## src/rtl/sreg_pkg.sv

```systemverilog
// Shared types for the scalar-register writeback path.
// Latency: n/a (types and helpers only).
// Backpressure: n/a.
package sreg_pkg;

    localparam int REG_ADDR_W = 5;
    localparam int DATA_W     = 32;

    // One pending register-file write.
    typedef struct packed {
        logic [REG_ADDR_W-1:0] rd;
        logic [DATA_W-1:0]     data;
    } wb_req_t;

    // Source selected for the write-port register in a given cycle.
    typedef enum logic [1:0] {
        WB_NONE,
        WB_ALU,
        WB_LSU
    } wb_src_e;

    // A result only counts as a write when it is valid and not aimed at x0.
    function automatic logic is_write(input logic vld, input logic [REG_ADDR_W-1:0] rd);
        return vld && (rd != '0);
    endfunction

endpackage

```

## src/rtl/sreg_wb_arbiter_if.sv

```systemverilog
// Bundles the writeback arbiter's result, hazard-query and register-file signals.
// Latency: n/a (wiring only).
// Backpressure: lsu_ready_o / stall_o travel back to the producers.
// Modports: master = producers/decode/register file side, slave = arbiter side.
interface sreg_wb_arbiter_if
    import sreg_pkg::*;
#(
    parameter int DATA_WIDTH = DATA_W
);
    // ALU results (no backpressure apart from the stall request)
    logic                  alu_valid_i;
    logic [REG_ADDR_W-1:0] alu_rd_i;
    logic [DATA_WIDTH-1:0] alu_data_i;
    // LSU load results (valid/ready)
    logic                  lsu_valid_i;
    logic                  lsu_ready_o;
    logic [REG_ADDR_W-1:0] lsu_rd_i;
    logic [DATA_WIDTH-1:0] lsu_data_i;
    logic                  stall_o;
    // Decode hazard query
    logic [REG_ADDR_W-1:0] rs1_addr_i;
    logic [REG_ADDR_W-1:0] rs2_addr_i;
    logic                  pend_rs1_o;
    logic                  pend_rs2_o;
    // Register file write port
    logic [REG_ADDR_W-1:0] rd_addr_o;
    logic [DATA_WIDTH-1:0] rd_data_o;
    logic                  reg_write_en_o;
    logic                  err_o;

    modport master (
        output alu_valid_i, alu_rd_i, alu_data_i,
        output lsu_valid_i, lsu_rd_i, lsu_data_i,
        output rs1_addr_i, rs2_addr_i,
        input  lsu_ready_o, stall_o, pend_rs1_o, pend_rs2_o,
        input  rd_addr_o, rd_data_o, reg_write_en_o, err_o
    );

    modport slave (
        input  alu_valid_i, alu_rd_i, alu_data_i,
        input  lsu_valid_i, lsu_rd_i, lsu_data_i,
        input  rs1_addr_i, rs2_addr_i,
        output lsu_ready_o, stall_o, pend_rs1_o, pend_rs2_o,
        output rd_addr_o, rd_data_o, reg_write_en_o, err_o
    );

endinterface

```

## src/rtl/sreg_wb_fifo.sv

```systemverilog
// Small synchronous FIFO of load writebacks; every slot is visible for hazard checks.
// Latency: push in cycle N is visible at the head in cycle N+1.
// Backpressure: push ignored while full, pop ignored while empty; push+pop together allowed.
// Ports: clk/rst, push/push_dat, pop/pop_dat (head), full/empty, entries/entry_vld.
module sreg_wb_fifo
    import sreg_pkg::*;
#(
    parameter int DEPTH = 2
) (
    input  logic                  clk,
    input  logic                  rst,
    input  logic                  push,
    input  wb_req_t               push_dat,
    input  logic                  pop,
    output wb_req_t               pop_dat,
    output logic                  full,
    output logic                  empty,
    output wb_req_t [DEPTH-1:0]   entries,
    output logic    [DEPTH-1:0]   entry_vld
);

    localparam int AW = $clog2(DEPTH);

    // Extra MSB on each pointer separates full (MSBs differ) from empty (equal).
    logic [AW:0]          wr_ptr;
    logic [AW:0]          rd_ptr;
    logic [AW-1:0]        wr_idx;
    logic [AW-1:0]        rd_idx;
    wb_req_t [DEPTH-1:0]  mem;
    logic    [DEPTH-1:0]  vld_q;
    logic    [DEPTH-1:0]  vld_nxt;
    logic                 push_ok;
    logic                 pop_ok;

    assign wr_idx  = wr_ptr[AW-1:0];
    assign rd_idx  = rd_ptr[AW-1:0];
    assign empty   = (wr_ptr == rd_ptr);
    assign full    = (wr_ptr[AW] != rd_ptr[AW]) && (wr_idx == rd_idx);
    assign push_ok = push && !full;
    assign pop_ok  = pop && !empty;

    assign pop_dat   = mem[rd_idx];
    assign entries   = mem;
    assign entry_vld = vld_q;

    always_comb begin
        vld_nxt = vld_q;
        if (pop_ok) begin
            vld_nxt[rd_idx] = 1'b0;
        end
        if (push_ok) begin
            vld_nxt[wr_idx] = 1'b1;
        end
    end

    always_ff @(posedge clk or posedge rst) begin
        if (rst) begin
            wr_ptr <= '0;
            rd_ptr <= '0;
            vld_q  <= '0;
        end else begin
            vld_q <= vld_nxt;
            if (push_ok) begin
                wr_ptr <= wr_ptr + 1'b1;
            end
            if (pop_ok) begin
                rd_ptr <= rd_ptr + 1'b1;
            end
        end
    end

    // Payload storage needs no reset: slots are qualified by vld_q.
    always_ff @(posedge clk) begin
        if (push_ok) begin
            mem[wr_idx] <= push_dat;
        end
    end

endmodule

```

## src/rtl/sreg_wb_arbiter.sv

```systemverilog
// Writeback arbiter: merges ALU and LSU results onto the single register-file write port.
// Latency: ALU 1 cycle; LSU minimum 2 cycles (accept N, dequeue N+1, write port N+2).
// Backpressure: lsu_ready_o = !full (0 in reset); stall_o pulses after STARVE_LIMIT blocked cycles.
// Ports: clk, rst (async, active high), bus (slave modport: results, hazard query, write port, err).
module sreg_wb_arbiter
    import sreg_pkg::*;
#(
    parameter int DATA_WIDTH     = DATA_W,
    parameter int LSU_FIFO_DEPTH = 2,
    parameter int STARVE_LIMIT   = 4
) (
    input  logic              clk,
    input  logic              rst,
    sreg_wb_arbiter_if.slave  bus
);

    localparam int CNT_W = $clog2(STARVE_LIMIT + 1);

    wb_req_t                     fifo_head;
    wb_req_t [LSU_FIFO_DEPTH-1:0] fifo_entries;
    logic    [LSU_FIFO_DEPTH-1:0] fifo_vld;
    logic                        fifo_full;
    logic                        fifo_empty;
    logic                        fifo_push;
    logic                        fifo_pop;
    wb_req_t                     lsu_req;

    logic                        alu_wr;
    logic                        lsu_ready;
    logic                        blocked;
    wb_src_e                     src;
    wb_req_t                     wb_nxt;

    logic [CNT_W-1:0]            starve_cnt;
    logic [CNT_W-1:0]            starve_inc;
    logic                        stall_q;
    logic                        err_q;
    logic                        wr_en_q;
    logic [REG_ADDR_W-1:0]       rd_addr_q;
    logic [DATA_WIDTH-1:0]       rd_data_q;
    logic                        pend1;
    logic                        pend2;

    assign alu_wr    = is_write(bus.alu_valid_i, bus.alu_rd_i);
    // Ready is held low during reset so nothing is accepted into a FIFO being cleared.
    assign lsu_ready = !fifo_full && !rst;
    // Loads to x0 are accepted (handshake completes) but never stored.
    assign fifo_push = bus.lsu_valid_i && lsu_ready && (bus.lsu_rd_i != '0);
    assign lsu_req   = '{rd: bus.lsu_rd_i, data: bus.lsu_data_i};
    assign blocked   = alu_wr && !fifo_empty;
    assign starve_inc = starve_cnt + CNT_W'(1);

    sreg_wb_fifo #(
        .DEPTH (LSU_FIFO_DEPTH)
    ) u_fifo (
        .clk       (clk),
        .rst       (rst),
        .push      (fifo_push),
        .push_dat  (lsu_req),
        .pop       (fifo_pop),
        .pop_dat   (fifo_head),
        .full      (fifo_full),
        .empty     (fifo_empty),
        .entries   (fifo_entries),
        .entry_vld (fifo_vld)
    );

    // ALU has fixed priority; the FIFO head only drains in ALU-free cycles.
    always_comb begin
        src      = WB_NONE;
        fifo_pop = 1'b0;
        wb_nxt   = '0;
        if (alu_wr) begin
            src    = WB_ALU;
            wb_nxt = '{rd: bus.alu_rd_i, data: bus.alu_data_i};
        end else if (!fifo_empty) begin
            src      = WB_LSU;
            fifo_pop = 1'b1;
            wb_nxt   = fifo_head;
        end
    end

    always_ff @(posedge clk or posedge rst) begin
        if (rst) begin
            wr_en_q    <= 1'b0;
            rd_addr_q  <= '0;
            rd_data_q  <= '0;
            stall_q    <= 1'b0;
            err_q      <= 1'b0;
            starve_cnt <= '0;
        end else begin
            wr_en_q <= (src != WB_NONE);
            if (src != WB_NONE) begin
                rd_addr_q <= wb_nxt.rd;
                rd_data_q <= wb_nxt.data;
            end
            // An ALU write during the stall cycle still wins but is a protocol violation.
            err_q <= err_q | (stall_q && alu_wr);
            if (blocked) begin
                if (starve_inc == CNT_W'(STARVE_LIMIT)) begin
                    stall_q    <= 1'b1;
                    starve_cnt <= '0;
                end else begin
                    stall_q    <= 1'b0;
                    starve_cnt <= starve_inc;
                end
            end else begin
                stall_q    <= 1'b0;
                starve_cnt <= '0;
            end
        end
    end

    // Pending = buffered in the FIFO or sitting in the write-port register.
    always_comb begin
        pend1 = 1'b0;
        pend2 = 1'b0;
        for (int i = 0; i < LSU_FIFO_DEPTH; i++) begin
            if (fifo_vld[i] && (fifo_entries[i].rd == bus.rs1_addr_i)) pend1 = 1'b1;
            if (fifo_vld[i] && (fifo_entries[i].rd == bus.rs2_addr_i)) pend2 = 1'b1;
        end
        if (wr_en_q && (rd_addr_q == bus.rs1_addr_i)) pend1 = 1'b1;
        if (wr_en_q && (rd_addr_q == bus.rs2_addr_i)) pend2 = 1'b1;
        if (bus.rs1_addr_i == '0) pend1 = 1'b0;
        if (bus.rs2_addr_i == '0) pend2 = 1'b0;
    end

    assign bus.lsu_ready_o    = lsu_ready;
    assign bus.stall_o        = stall_q;
    assign bus.err_o          = err_q;
    assign bus.reg_write_en_o = wr_en_q;
    assign bus.rd_addr_o      = rd_addr_q;
    assign bus.rd_data_o      = rd_data_q;
    assign bus.pend_rs1_o     = pend1;
    assign bus.pend_rs2_o     = pend2;

endmodule

```

## src/flat_wrapper.sv

```systemverilog
// flat-port wrapper written by rule: the top's interface ports become plain ports
module sreg_wb_arbiter_flat import sreg_pkg::*;
#(
    parameter int DATA_WIDTH     = DATA_W,
    parameter int LSU_FIFO_DEPTH = 2,
    parameter int STARVE_LIMIT   = 4
)
  (clk, rst, bus_alu_valid_i, bus_alu_rd_i, bus_alu_data_i, bus_lsu_valid_i, bus_lsu_rd_i, bus_lsu_data_i, bus_rs1_addr_i, bus_rs2_addr_i, bus_lsu_ready_o, bus_stall_o, bus_pend_rs1_o, bus_pend_rs2_o, bus_rd_addr_o, bus_rd_data_o, bus_reg_write_en_o, bus_err_o);
  sreg_wb_arbiter_if #(.DATA_WIDTH(DATA_WIDTH)) bus_i ();
  input  logic clk;
  input  logic rst;
  input wire logic [$bits(bus_i.alu_valid_i)-1:0] bus_alu_valid_i;
  input wire logic [$bits(bus_i.alu_rd_i)-1:0] bus_alu_rd_i;
  input wire logic [$bits(bus_i.alu_data_i)-1:0] bus_alu_data_i;
  input wire logic [$bits(bus_i.lsu_valid_i)-1:0] bus_lsu_valid_i;
  input wire logic [$bits(bus_i.lsu_rd_i)-1:0] bus_lsu_rd_i;
  input wire logic [$bits(bus_i.lsu_data_i)-1:0] bus_lsu_data_i;
  input wire logic [$bits(bus_i.rs1_addr_i)-1:0] bus_rs1_addr_i;
  input wire logic [$bits(bus_i.rs2_addr_i)-1:0] bus_rs2_addr_i;
  output wire logic [$bits(bus_i.lsu_ready_o)-1:0] bus_lsu_ready_o;
  output wire logic [$bits(bus_i.stall_o)-1:0] bus_stall_o;
  output wire logic [$bits(bus_i.pend_rs1_o)-1:0] bus_pend_rs1_o;
  output wire logic [$bits(bus_i.pend_rs2_o)-1:0] bus_pend_rs2_o;
  output wire logic [$bits(bus_i.rd_addr_o)-1:0] bus_rd_addr_o;
  output wire logic [$bits(bus_i.rd_data_o)-1:0] bus_rd_data_o;
  output wire logic [$bits(bus_i.reg_write_en_o)-1:0] bus_reg_write_en_o;
  output wire logic [$bits(bus_i.err_o)-1:0] bus_err_o;
  assign bus_i.alu_valid_i = bus_alu_valid_i;
  assign bus_i.alu_rd_i = bus_alu_rd_i;
  assign bus_i.alu_data_i = bus_alu_data_i;
  assign bus_i.lsu_valid_i = bus_lsu_valid_i;
  assign bus_i.lsu_rd_i = bus_lsu_rd_i;
  assign bus_i.lsu_data_i = bus_lsu_data_i;
  assign bus_i.rs1_addr_i = bus_rs1_addr_i;
  assign bus_i.rs2_addr_i = bus_rs2_addr_i;
  assign bus_lsu_ready_o = bus_i.lsu_ready_o;
  assign bus_stall_o = bus_i.stall_o;
  assign bus_pend_rs1_o = bus_i.pend_rs1_o;
  assign bus_pend_rs2_o = bus_i.pend_rs2_o;
  assign bus_rd_addr_o = bus_i.rd_addr_o;
  assign bus_rd_data_o = bus_i.rd_data_o;
  assign bus_reg_write_en_o = bus_i.reg_write_en_o;
  assign bus_err_o = bus_i.err_o;
  sreg_wb_arbiter #(.DATA_WIDTH(DATA_WIDTH), .LSU_FIFO_DEPTH(LSU_FIFO_DEPTH), .STARVE_LIMIT(STARVE_LIMIT)) u_core (.clk(clk), .rst(rst), .bus(bus_i));
endmodule
```

## config.mk

```make
export PLATFORM = sky130hd
export DESIGN_NAME = sreg_wb_arbiter_flat
export DESIGN_NICKNAME = d
export VERILOG_FILES = /design/src/rtl/sreg_pkg.sv /design/src/rtl/sreg_wb_arbiter_if.sv /design/src/rtl/sreg_wb_fifo.sv /design/src/rtl/sreg_wb_arbiter.sv /design/src/flat_wrapper.sv
export SDC_FILE = /design/constraint.sdc
export NUM_CORES = 1
export LEC_CHECK = 0
export BUFFER_PORTS_ARGS = -buffer_cell sky130_fd_sc_hd__buf_2
export CAP_MARGIN = 25
export CORE_ASPECT_RATIO = 1.4
export CORE_UTILIZATION = 50
export CTS_CLUSTER_DIAMETER = 100
export CTS_CLUSTER_SIZE = 8
export DETAILED_ROUTE_END_ITERATION = 7
export PLACE_DENSITY = 0.74
export REMOVE_ABC_BUFFERS = 1
export SLEW_MARGIN = 20
export SYNTH_ARGS = -nofsm -noshare
export SYNTH_HDL_FRONTEND = slang
export SYNTH_SLANG_ARGS = --single-unit
export TNS_END_PERCENT = 20
```

## constraint.sdc

```tcl
create_clock -name clk -period 5.15 [get_ports clk]
set_clock_uncertainty 0.15 [all_clocks]
set_input_delay 1.545 -clock clk [delete_from_list [all_inputs] [get_ports clk]]
set_output_delay 1.545 -clock clk [all_outputs]
set_load 0.02 [all_outputs]
```

* After elaboration in Yosys (flattened, before gate mapping) *
Index checks and enable logic that the tools add are counted.

storage, ports and cells
  register bits = 123
  bits of input ports = 88
  output and inout port bits = 43

operators by class
  $add $sub $neg = 3
  magnitude comparators = 4
  equality and inequality tests = 10
  mux-type cells = 29
  bitwise logic cells = 4
  reduce and logical (&&, ||, !) cells = 25

operators with widths
  cell                 number
  $mux 37              5
  $bwmux 74            1
  $demux 37 s1         1
  $eq 5x5->1           6
  $logic_and 1x1->1    17
  $mux 1               14
  $logic_not 5->1      2
  $reduce_bool 5->1    2
  $mux 2               4
  $mux 3               2
  $add 2x1->2 const B  2
  $lt 1x2->1 const B   2
  $add 3x1->3 const B  1
  $eq 3x3->1 const B   1
  $logic_not 1->1      3
  $and 2x2->2          1
  $demux 1 s1          2
  $eq 2x2->1           1
  $ge 1x1->1 const B   2
  $not 2->2            1
  $or 2x2->2           1
  $reduce_bool 2->1    1
  $eq 1x1->1           1
  $ne 1x1->1           1
  $or 1x1->1           1

* Depth between registers and ports, before layout *
Gate-level depths: netlist of the first run.

  depth in word-level cells = 9
  gate-level depth with buffers = 7
  gate-level depth less buffers = 4

* Modules after synthesis *
A second synthesis of the first run with hierarchy kept.

second synthesis, totals
  cell total of the unflattened synthesis = 391
  area total of the unflattened synthesis = 5560.3 um^2

by module, submodules not included
  module           times used  cells each  area an instance (um^2)  seq. area each (um^2)
  sreg_wb_fifo     1           156         3044.2                   2372.3
  sreg_wb_arbiter  1           235         2516.2                   1076.0

* Worst setup path after synthesis of the first run *
Ideal clock, no wire load.

  kind = input-to-reg
  from = input port rst
  to = register u_core.u_fifo.mem, in the netlist u_core.u_fifo.entries[0] (enable)
  setup time = 0.488 ns
  data arrival time = 4.890 ns
  slack = -0.379 ns
  stages = 2
  path buffers = 0
  cell sequence = a21oi_1 -> nor3b_1

between the ends
  cells in the longest elaborated chain, start to end = 5

RTL lines
  element                          line                   RTL
  from (decl)                      flat_wrapper.sv:11     input logic rst;
  $logic_not 1->1                  sreg_wb_arbiter.sv:46  assign lsu_ready = !fifo_full && !rst;
  $logic_and 1x1->1                sreg_wb_arbiter.sv:46
  $logic_and 1x1->1 (2 in a row)   sreg_wb_arbiter.sv:48  assign fifo_push = bus.lsu_valid_i && lsu_ready && (bus.lsu_rd_i != '0);
  $logic_and 1x1->1                sreg_wb_fifo.sv:39     assign push_ok = push && !full;
  to (signal, indexed assignment)  sreg_wb_fifo.sv:75     mem[wr_idx] <= push_dat;
  to (decl)                        sreg_wb_fifo.sv:29     wb_req_t [DEPTH-1:0] mem;

Every way passes these cells.
A chain may end at the register's enable or synchronous reset.

* Final worst setup path of the first run *
  from = input port bus_rs2_addr_i[2]
  to = output port bus_pend_rs2_o

between the ends
  cells in the longest elaborated chain, start to end = 6
  elaborated cells between the ends (all ways) = 11
  those cells by class = 3 x eq/ne; 4 x mux; 4 x reduce/logical

RTL lines
  element              line                    RTL
  from (decl)          flat_wrapper.sv:19      input wire logic [$bits(bus_i.rs2_addr_i)-1:0] bus_rs2_addr_i;
  $eq 5x5->1           sreg_wb_arbiter.sv:120  if (fifo_vld[i] && (fifo_entries[i].rd == bus.rs2_addr_i)) pend2 = 1'b1;
  $logic_and 1x1->1    sreg_wb_arbiter.sv:120
  $mux 1 (2 in a row)  sreg_wb_arbiter.sv:120
  $mux 1               sreg_wb_arbiter.sv:123  if (wr_en_q && (rd_addr_q == bus.rs2_addr_i)) pend2 = 1'b1;
  $mux 1 (*)           sreg_wb_arbiter.sv:125  if (bus.rs2_addr_i == '0) pend2 = 1'b0;
  to (decl)            flat_wrapper.sv:23      output wire logic [$bits(bus_i.pend_rs2_o)-1:0] bus_pend_rs2_o;

Mark *: on every way between the ends. The rest lies on a longest branch, timed or not.

==> out/results.txt, run 1 <==
The logs give 10940 sq um for the die area and 400 ps for the clock latency at the later pin of the worst-skew pair. The critical path contains buffers and inverters numbering 2 combined. The net switching fraction of the power is 0.3258.

The logs give 0.6554 for the proportion of synthesized chip area in sequential cells and 0 for the number of antenna repair diodes. For the initial antenna violation count, the log shows 0. The global-route wire length before repair is 16950 um, and the sequential cell area is 3450 sq um. The internal power of the cells totals 2.647 mW.

At the end of routability-driven placement, the weighted congestion stood at 0.7183. In this run, post-CTS hold repair placed 0 buffers. The clock slew seen by the registers of the worst setup and hold paths came out at 50 ps. The final critical delay including setup and external delays is 4368 ps, and the count of unresolved DRC violations after routing is 0. The placed instance area is 6062 sq um. The fraction of layout instances using a drive strength above 1 is 0.4027, and the power per standard cell area is 589.9 nW/um^2.

The via count of the first global-routing pass was 3584. The run gives 0.3868 mV as the maximum vdd drop. The tools report the final number of hold-violating endpoints as 0.

By instance count, the cell type seen most on the critical path is buf_2. Transition time at the pin with the least slew margin: 1004 ps. After filler insertion, the fill cell instance count of the layout stands at 756.

The flow ran to the end, and the final reports show no timing, DRC or antenna violations. Post-CTS timing repair inserted 0 buffers for setup. For this run, the leading register cell type out of synthesis is edfxtp_1. The worst setup path is captured at an output pin. The tools report the critical path data required time as 3460 ps. The HPWL after detailed placement is 7464 um, and the number of synthesized register bits is 123.

In this run the cell area of the synthesized design comes to 5261 sq um. Overall power consumption after layout is estimated at 3.926 mW. The floorplan step set the die height to 123.4 um. The top cell type by total area after synthesis was edfxtp_1. For the number of sinks handled by clock tree synthesis, the log shows 123. The portion of total power attributed to the clock network was 0.298; the net count of the finished layout was 596.

The first routing iteration left 137 violations. Most instantiated library cell after synthesis: edfxtp_1. Mean routed wirelength per cell: 16.75 um. The floorplan has 43 rows. The async set or reset register ratio after synthesis was 0.3984; the total number of H-tree levels was 4.

The switching power of the nets came out at 1.279 mW. The signal on the critical path passes through buf_2 > xor2_1 > nor4_1 > nand3_1 > a21oi_1 > buf_2. Input and output buffers added on the ports amount to 130. For the number of slew-limit violations in the final report, the log shows 0.

Setup repair after global routing left no endpoint under its margin. For the worst slew slack as a fraction of its limit, the log shows 0.3307. Summed over all layers, the global routing overflow is 0. The synthesized netlist contains 31 unique library cells.

The maximum number of pins on one net before global-route repair is 42. Setup violations remaining at the end of the flow were counted as 0. The synthesized design contains 74 enable-type register cells.

By area the synthesized netlist is led by edfxtp_1, dfrtp_1, mux2_2, mux2i_1, xor2_1. On the worst path, the slowest cell contributes a delay of 300 ps. The core region is 10060 sq um. The detail route stage leaves a number of antenna-violating nets equal to 0.

The number of gates resized after CTS was 0. STA classifies the critical path startpoint as an input pin. From synthesis to final layout, the design area changed by 26.49%. Summing over every cut layer, the via total after detailed routing is 3407. The leakage dissipation is 2.944 nW, and the part of the total power dissipated in sequential elements is 0.385.

The logs give 10950 um for the routed wire length and 2670 ps for the endpoint arrival time on the critical path. The power share of the combinational group is 0.316. Buffers inserted during clock tree synthesis total 17. By count the netlist is led by edfxtp_1, dfrtp_1, nand2_1, mux2_2, mux2i_1. The width of the chip was 88.70 um; the length of the first detailed-routing pass in iterations was 5. For the final hold slack, the log shows 315.8 ps. The fraction of synthesized cell area taken by the top area cell type is 0.4224, and the vias per cell is 5.209. The cell area after layout came out at 6655 sq um. TritonCTS built the clock tree. CTS placed an instance of clkbuf_16 at the clock tree root. The maximum net fanout on the critical path is 4. During synthesis, Yosys emitted a total of 0 warnings. The critical path is of the input pin to output pin type. Counting every instance in the synthesized netlist gives 370. The mean instance size in the synthesized netlist came out at 14.22 sq um.

The multi-input logic area came out at 1739 sq um. The overall global routing resource usage was 0.2129; the final period utilization was 0.8482. The logs give 228.9 MHz for the achievable frequency and 0.5229 for the initial standard-cell utilization of the core.

The tools report the max-capacitance violation count as 0. Among cell families on the critical path, the largest total delay comes from simple AND/OR/NAND/NOR gates. The largest individual stage delay along the critical path comes from the cell nor4_1. The buffer depth of the longest clock path is 2, and the number of I/O pins is 131. The type of the tightest min-delay check is register to register.
## layout by cell type (no fill, tap or decap), types with 2 or more instances in the layout
cell type   instances
a21o_1              3
a21oi_1             3
a32oi_1             2
and2_1              2
buf_2             130
buf_4               4
bufinv_16           3
clkbuf_1            2
clkbuf_16          17
clkinv_2            5
clkinvlp_4          3
dfrtp_1            48
edfxtp_1           74
ha_1                2
mux2_2             37
mux2i_1            37
nand2_1            40
nand3_1             2
nor2_1              3
nor3b_1             2
nor4_1              6
o21ai_0            36
o21ai_1             3
or4_1               4
xnor2_1             9
xor2_1             27
## through the flow
stage	std cells	setup TNS, ps	worst slack, ps	utilization
after global placement	621	0	857.3	0.6005
after CTS	654	0	796.6	0.6615
after detailed placement	622	0	797.2	0.6025
final	654	0	781.9	0.6615
after global routing	654	0	701.7	0.6615
after floorplan	352	-14100	-378.7	-
## flip-flops by register name (all words and copies together) (netlist names)
signal                     flops
u_core.bus.err_o               1
u_core.bus.stall_o             1
u_core.u_fifo.wr_ptr           2
u_core.starve_cnt              3
u_core.bus.rd_data_o          32
u_core.bus.reg_write_en_o      1
u_core.u_fifo.entries         74
u_core.u_fifo.entry_vld        2
u_core.u_fifo.rd_ptr           2
u_core.bus.rd_addr_o           5
## area by class of cell
class / instances / share of cell area
Inverter: 1 / 0.0005640
Clock inverter: 12 / 0.02200
Timing Repair Buffer: 135 / 0.1053
Multi-Input combinational cell: 228 / 0.2613
Sequential cell: 123 / 0.5183
Clock buffer: 20 / 0.06712
Tap cell: 135 / 0.02538
## power groups by stage
stage	combinational [mW]	clock, mW	sequential, mW
after floorplan	0.782	0	1.63
after global routing	1.36	1.23	1.54
after CTS	1.26	1.19	1.51
final	1.24	1.17	1.51
after global placement	1.22	0	1.52
after detailed placement	1.25	0	1.53
## routing by layer
layer	vias up	routed length, um	share of wire	track usage
li1	1622	-	-	-
met1	1667	4257	0.39	0.2283
met2	103	5989	0.55	0.3933
met3	15	523	0.048	0.05340
met4	0	183	0.017	0.08367
met5	-	0	0	0
## final timing paths
check | start | end | slack (ps) | cells after the start
hold reg to reg | u_core.bus.err_o | u_core.bus.err_o | 320 | 1
setup reg to reg | u_core.u_fifo.rd_ptr[0] | u_core.u_fifo.entries[56] | 2010 | 3
setup / recovery | bus_rs2_addr_i[2] | bus_pend_rs2_o | 780 | 6
min in group asynchronous | rst | u_core.bus.rd_addr_o[4] | 1060 | 2
hold / removal | u_core.bus.err_o | u_core.bus.err_o | 320 | 1
max in group asynchronous | rst | u_core.u_fifo.rd_ptr[0] | 3240 | 3
## logic make-up (layout without fill, tap and decap cells)
| kind of cell | Yosys count | count (layout) | share of synthesized area |
|---|---|---|---|
| fa+ha+maj | 2 | 2 | 0.004755 |
| mux | 74 | 74 | 0.1496 |
| xor+xnor | 36 | 36 | 0.05993 |
| simple gates | 66 | 66 | 0.06183 |
| buf+inv | 19 | 168 | 0.01593 |
| compound gates | 50 | 50 | 0.05256 |
| flops | 123 | 123 | 0.6554 |
No activity file was read; power rests on OpenSTA's default activity.
==> run 2, diff against run 1 <==
==> constraint.sdc (replaced) <==
create_clock -name clk -period 4.05 [get_ports clk]
set_clock_uncertainty 0.15 [all_clocks]
set_input_delay 1.215 -clock clk [delete_from_list [all_inputs] [get_ports clk]]
set_output_delay 1.215 -clock clk [all_outputs]
set_load 0.02 [all_outputs]
==> out/results.txt, run 2 (same netlist as run 1, synthesis figures left out) <==
Data arrives at the worst endpoint at 2400 ps. The number of hold buffers added after CTS was 0. Summing all placed instances gives a cell area of 6065 sq um. Walking the worst path, the cells encountered are buf_2 > xor2_1 > nor4_1 > a32oi_1 > a21oi_1 > buf_2. The longest individual stage delay on the worst path is 310 ps, and the cell area after layout is 6653 sq um. The number of gates resized after CTS was 0.

The tree is rooted in a clkbuf_16. The number of flip-flops under the largest register name was 74; the total number of H-tree levels was 4. The run gives 0.370 as the part of the total power dissipated in sequential elements. Cell internal power was estimated by the tool at 3.374 mW.

The top cell types in the final layout, fill and taps aside, are buf_2, edfxtp_1, dfrtp_1. At the pin with the least slew margin, the transition time is 995.9 ps. Count of unresolved DRC violations after routing: 0. For the via count of the first global-routing pass, the log shows 3669.

The initial antenna violation count is 0. The net count of the finished layout is 598. Of all nets on the critical path, the largest fanout is 4. In this run the tool buffered the top-level ports with 130 buffer cells. Clock latency on the worst-skew pair, taken at its later pin, is 400 ps. Net switching fraction of the power: 0.3230. Counting stages on the worst path, the most repeated cell is buf_2. Across all setup checks in the final design, the least slack found is 288.3 ps. The core region is 10060 sq um. The routed design has 10980 um of wire. The clock slew seen by the registers of the worst setup and hold paths came out at 50 ps. The min-delay analysis places its worst path in the category register to register. Dividing the detail-routed via count by the number of cells gives 5.259.

The critical path data required time was 2680 ps; the final critical delay including setup and external delays was 3762 ps. The longest clock path from root to sink contains 2 buffers. The portion of total power attributed to the clock network was 0.294. In this run the power density over the cells is 749.1 nW/um^2. Leaving out filler cells and counting taps, the final layout contains 656. For the maximum number of pins on one net before global-route repair, the log shows 42.

Leaving out fill and tap cells, the most frequent cell in the layout is buf_2. Setup repair after global routing left no endpoint under its margin. Power share of the combinational group: 0.336. Once detail routing completed, the nets flagged for antenna violations numbered 0. The analysis attributes to net switching a power of 1.610 mW. The area growth from synthesis to layout is 26.44%. Setup violations remaining at the end of the flow were counted as 0. The first global-routing pass estimated 16790 um of wire. The cell type group with the largest total delay on the critical path was compound AO/OA/AOI/OAI gates. STA classifies the critical path startpoint as an input pin.

After floorplanning, the core was divided into 43 placement rows. In this run the post-CTS setup repair buffer count came out at 0. In this run the most critical hold path is launched from u_core.bus.err_o.

The number of I/O pins is 131. The logs give 0.3361 for the worst slew slack as a fraction of its limit and 0.2141 for the overall global routing resource usage. The number of buffers and inverters on the critical path is 2. Fill cells in the final layout number 783. The logs give 5 for the length of the first detailed-routing pass in iterations and 2.943 nW for the leakage dissipation. The fraction of layout instances using a drive strength above 1 came out at 0.3992. VDD sags by at most 0.3645 mV. For the CTS buffer count, the log shows 17.

The die covers 10940 sq um. The worst setup path is captured at an output pin. The run gives 3450 as the count of vias placed by the detailed router. Max-cap violations in this run came to 0.

Kind of critical path: input pin to output pin. The run gives 265.8 MHz as the achievable frequency. TritonCTS built the clock tree. The final period utilization was 0.9288; the worst slack at placement was 308.3 ps. The logs give 624 for the placed instance count and 0.7195 for the routability congestion estimate from global placement. The number of slew-limit violations in the final report came out at 0.

For the overflow left after global routing, the log shows 0. The run gives 123 as the number of sinks handled by clock tree synthesis. The tools report the end-of-flow core utilization as 0.6612.

The critical path starts at bus_rs2_addr_i[2]. Width of the chip: 88.70 um. The completed layout was analyzed and its total power is 4.983 mW. The worst register-to-register path begins at u_core.u_fifo.wr_ptr[0]. The number of antenna diodes in the final layout is 0.

Starting DRC count in detailed routing: 151. Mean routed wirelength per cell: 16.74 um. The HPWL after detailed placement is 7446 um.

The die is 123.4 um tall. The final number of hold-violating endpoints came out at 0. Critical path's slowest cell: nor4_1. The initial standard-cell utilization of the core is 0.5229. The flow ran to the end, and the final reports show no timing, DRC or antenna violations.
[run 2: cell count changes in the layout (fill, tap and decap cells not counted), sizes merged]
cell	delta
clkinvlp	-1
clkinv	-3
buf	+2
bufinv	-1
clkbuf	+6
inv	-1
[run 2: stage by stage]
| stage | hold WS [ps] | TNS (ps) |
|---|---|---|
| after global routing | 322.1 | 0 |
| final | 301.3 | 0 |
| after global placement | 288.5 | 0 |
| after detailed placement | 297.3 | 0 |
| after CTS | 309.6 | 0 |
| after floorplan | 294.3 | -52000 |
[run 2: power by group through the flow]
stage          logic, mW  clock network, mW  registers, mW
3_3_place_gp        1.66                  0           1.85
6_report            1.68               1.46           1.84
5_1_grt             1.84               1.54           1.87
2_1_floorplan      0.995                  0           2.08
4_1_cts             1.70               1.49           1.84
3_5_place_dp        1.69                  0           1.86
[run 2: metal layers]
layer / part of all wire / GRT usage / up-vias / wire length (um)
met4: 0.023 / 0.1058 / 0 / 250
met1: 0.38 / 0.2107 / 1703 / 4201
met5: 0 / 0 / - / 0
li1: - / - / 1629 / -
met2: 0.56 / 0.4029 / 96 / 6099
met3: 0.039 / 0.05674 / 22 / 432
[run 2: layout make-up]
type                       instances  area, sq um  area share
sequential                       123         3450      0.5185
multi-input combinational        228         1739      0.2614
timing repair buffer             137        703.2      0.1057
clock buffer                      26        499.2     0.07504
tap                              135        168.9     0.02539
clock inverter                     6        88.84     0.01335
inverter                           1        3.754   0.0005642
[run 2: worst register-to-register path, delay by kind of cell (launching register included)]
family | cells | cell delay, ps
compound gates | 2 | 1240
flops | 1 | 430
xor+xnor | 1 | 190
[run 2: path summary, 6_finish.rpt]
check	to	slack, ps	depth (start not counted)
setup / recovery	bus_pend_rs2_o	290	6
hold / removal	u_core.bus.err_o	300	1
setup reg to reg	u_core.u_fifo.entries[56]	1640	3
hold reg to reg	u_core.bus.err_o	300	1
max in group asynchronous	u_core.bus.rd_data_o[2]	2220	3
min in group asynchronous	u_core.bus.rd_data_o[17]	790	2
==> run 3, diff against run 2 <==
--- a/config.mk
+++ b/config.mk
@@ -12,6 +12,7 @@
 export CTS_CLUSTER_DIAMETER = 100
 export CTS_CLUSTER_SIZE = 8
 export DETAILED_ROUTE_END_ITERATION = 7
+export GPL_TIMING_DRIVEN = 0
 export PLACE_DENSITY = 0.74
 export REMOVE_ABC_BUFFERS = 1
 export SLEW_MARGIN = 20
==> constraint.sdc (replaced) <==
create_clock -name clk -period 4.05 [get_ports clk]
set_clock_uncertainty 0.15 [all_clocks]
set_input_delay 0.81 -clock clk [delete_from_list [all_inputs] [get_ports clk]]
set_output_delay 0.81 -clock clk [all_outputs]
set_load 0.02 [all_outputs]
==> out/results.txt, run 3 (same netlist as run 1, synthesis figures left out) <==
The flow ran to the end, and the final reports show no timing, DRC or antenna violations. TritonCTS created 17 clock buffers. Achievable frequency: 331.1 MHz. The worst setup path is captured at an output pin.

The max-capacitance violation count is 0, and the total number of H-tree levels is 4. The routability congestion estimate from global placement was 0.7583; the maximum number of pins on one net before global-route repair was 77. The register with the most flip-flops in the layout has 74 of them. The final setup violation count came out at 0.

Clock-pin slew was measured on the worst setup and hold paths at 50 ps. 131 I/O pins were placed. The area of the core is 10060 sq um, and the initial antenna violation count is 0. The net switching fraction of the power is 0.3258, and the number of antenna repair diodes is 0. The first detailed-routing pass took 4 iterations. From synthesis to final layout, the design area changed by 28.25%. Counting along the longest clock path gives a buffer depth of 2. The overall global routing resource usage was 0.2138; the vias per cell was 5.217. The logs give 0 for the number of slew-limit violations in the final report and 3090 ps for the critical path data required time. In this run the cell area measured after placement is 6163 sq um. The via count of the first global-routing pass was 3478; the total power was 5.075 mW. The die is 123.4 um tall.

The placement row count is 43, and the transition time at the pin with the least slew margin is 715.7 ps. The logs give 0.5229 for the worst slew slack as a fraction of its limit and 0 for the number of hold-repair buffers added at the cts stage. The setup check on the worst reg-to-reg path leaves a slack of 1080 ps. The final hold slack was 297.4 ps; the mean routed wirelength per cell was 16.54 um. For this design, the slowest cell found on the critical path is dfrtp_2.

The overflow left after global routing was 0. The tree is rooted in a clkbuf_16. The final number of hold-violating endpoints was 0.

The final route contains 3433 vias. Counting the fill cells in the layout gives 761. At the later pin of the worst-skew pair, clock insertion delay measures 400 ps.

After detailed routing, the number of remaining DRC violations is 0. The switching power of the nets came out at 1.654 mW. The power share of the combinational group came out at 0.336. Setup repair after global routing left no endpoint under its margin. Once detail routing completed, the nets flagged for antenna violations numbered 0.

In the layout the commonest cells are buf_2, edfxtp_1, dfrtp_1. The critical path goes through xnor2_1 > a21oi_1 > buf_2. The setup path with the least slack is of type register to output pin.

The tools report the capture endpoint of the worst hold path as u_core.bus.err_o. For this design, the sink count on the clock tree is 123. Power spread over the standard cell area amounts to 752.2 nW/um^2. The longest individual stage delay on the worst path is 820 ps, and the routed wire length is 10890 um. Cell internal power was estimated by the tool at 3.422 mW. In this run the critical register-to-register path is captured at u_core.u_fifo.entries[19]. The cell depth of the worst min-delay path works out to 1.

The number of cells on the worst reg-to-reg path is 6. Subtracting the final worst setup slack from the clock period gives 3021 ps. The final period utilization was 0.7458. The fraction of layout instances using a drive strength above 1 was 0.4054; the maximum net fanout on the critical path was 25. The tools report the initial standard-cell utilization of the core as 0.5229.

The post-cts resize count was 0; the die area was 10940 sq um. During placement, the flow inserted port buffers numbering 130. Setup total negative slack: 0 ps. The worst setup path is launched from a register. For the global-route wire length before repair, the log shows 16810 um. The setup fix buffers added after clock tree synthesis was 0; the cell area after layout was 6748 sq um. The tools report the portion of total power attributed to the clock network as 0.291. The run gives 148 as the starting DRC count in detailed routing.

TritonCTS built the clock tree. The net count of the finished layout was 600. The width of the chip was 88.70 um. The wire-length estimate of the detail-placed layout is 7444 um. The worst hold path begins at u_core.bus.err_o. The tools report the part of the total power dissipated in sequential elements as 0.373. The type of the tightest min-delay check is register to register. The logs give 0.4705 mV for the maximum vdd drop and 2060 ps for the endpoint arrival time on the critical path. Leaving out fill and tap cells, the most frequent cell in the layout is buf_2.

In this run the critical register-to-register path is launched from u_core.u_fifo.rd_ptr[0]. The tools report the leakage dissipation as 2.991 nW.
-- run 3: changes by cell type in the layout (fill, tap and decap cells not counted), sizes merged --
cell    change
buf         +2
bufinv      +1
clkbuf      -7
clkinv      +6
-- run 3: worst max-delay path, delay by kind of cell (launching register included) --
| family | cells | cell delay [ps] |
|---|---|---|
| flip-flops | 1 | 820 |
| AO/OA/AOI/OAI | 1 | 320 |
| XOR/XNOR | 1 | 280 |
| buffers and inverters | 1 | 240 |
-- run 3: power groups by stage --
stage / sequential [mW] / clock (mW) / combinational, mW
after floorplan: 2.08 / 0 / 0.995
after global placement: 1.93 / 0 / 1.56
after detailed placement: 1.91 / 0 / 1.72
after CTS: 1.89 / 1.51 / 1.72
after global routing: 1.93 / 1.55 / 1.86
final: 1.89 / 1.48 / 1.71
-- run 3: area by class of cell --
cell class | count | area [sq um] | area share
clock buffers | 19 | 432.9 | 0.06416
clock inverters | 13 | 151.4 | 0.02244
inverters | 1 | 3.754 | 0.0005563
multi-input cells | 228 | 1750 | 0.2594
flip-flops and latches | 123 | 3450 | 0.5112
well taps | 135 | 168.9 | 0.02503
repair buffers | 139 | 790.8 | 0.1172
-- run 3: through the flow --
step	cells	utilization	setup WS, ps
detailed placement	626	0.6126	1075
finish	658	0.6707	1029
CTS	658	0.6707	1005
floorplan	352	-	-1376
global placement	617	0.5964	-3515
global route	658	0.6707	872.8
-- run 3: worst max path at each step --
stage                            start                         to  slack (ps)  cells after the start
3_3_place_gp   u_core.u_fifo.rd_ptr[0]  u_core.u_fifo.entries[24]       -3520                      3
4_1_cts        u_core.u_fifo.rd_ptr[0]            bus_lsu_ready_o        1000                      3
6_report       u_core.u_fifo.rd_ptr[0]            bus_lsu_ready_o        1030                      3
2_1_floorplan  u_core.u_fifo.rd_ptr[0]   u_core.u_fifo.entries[0]       -1380                      3
5_1_grt        u_core.u_fifo.rd_ptr[0]  u_core.u_fifo.entries[19]         870                      6
3_5_place_dp         bus_rs2_addr_i[2]             bus_pend_rs2_o        1070                      6
-- run 3: per-layer routing --
| metal | global-route usage | routed length (um) | part of all wire |
|---|---|---|---|
| met1 | 0.2435 | 4357 | 0.40 |
| met3 | 0.06075 | 592 | 0.054 |
| met2 | 0.3726 | 5755 | 0.53 |
| met4 | 0.08871 | 179 | 0.016 |
| met5 | 0 | 0 | 0 |
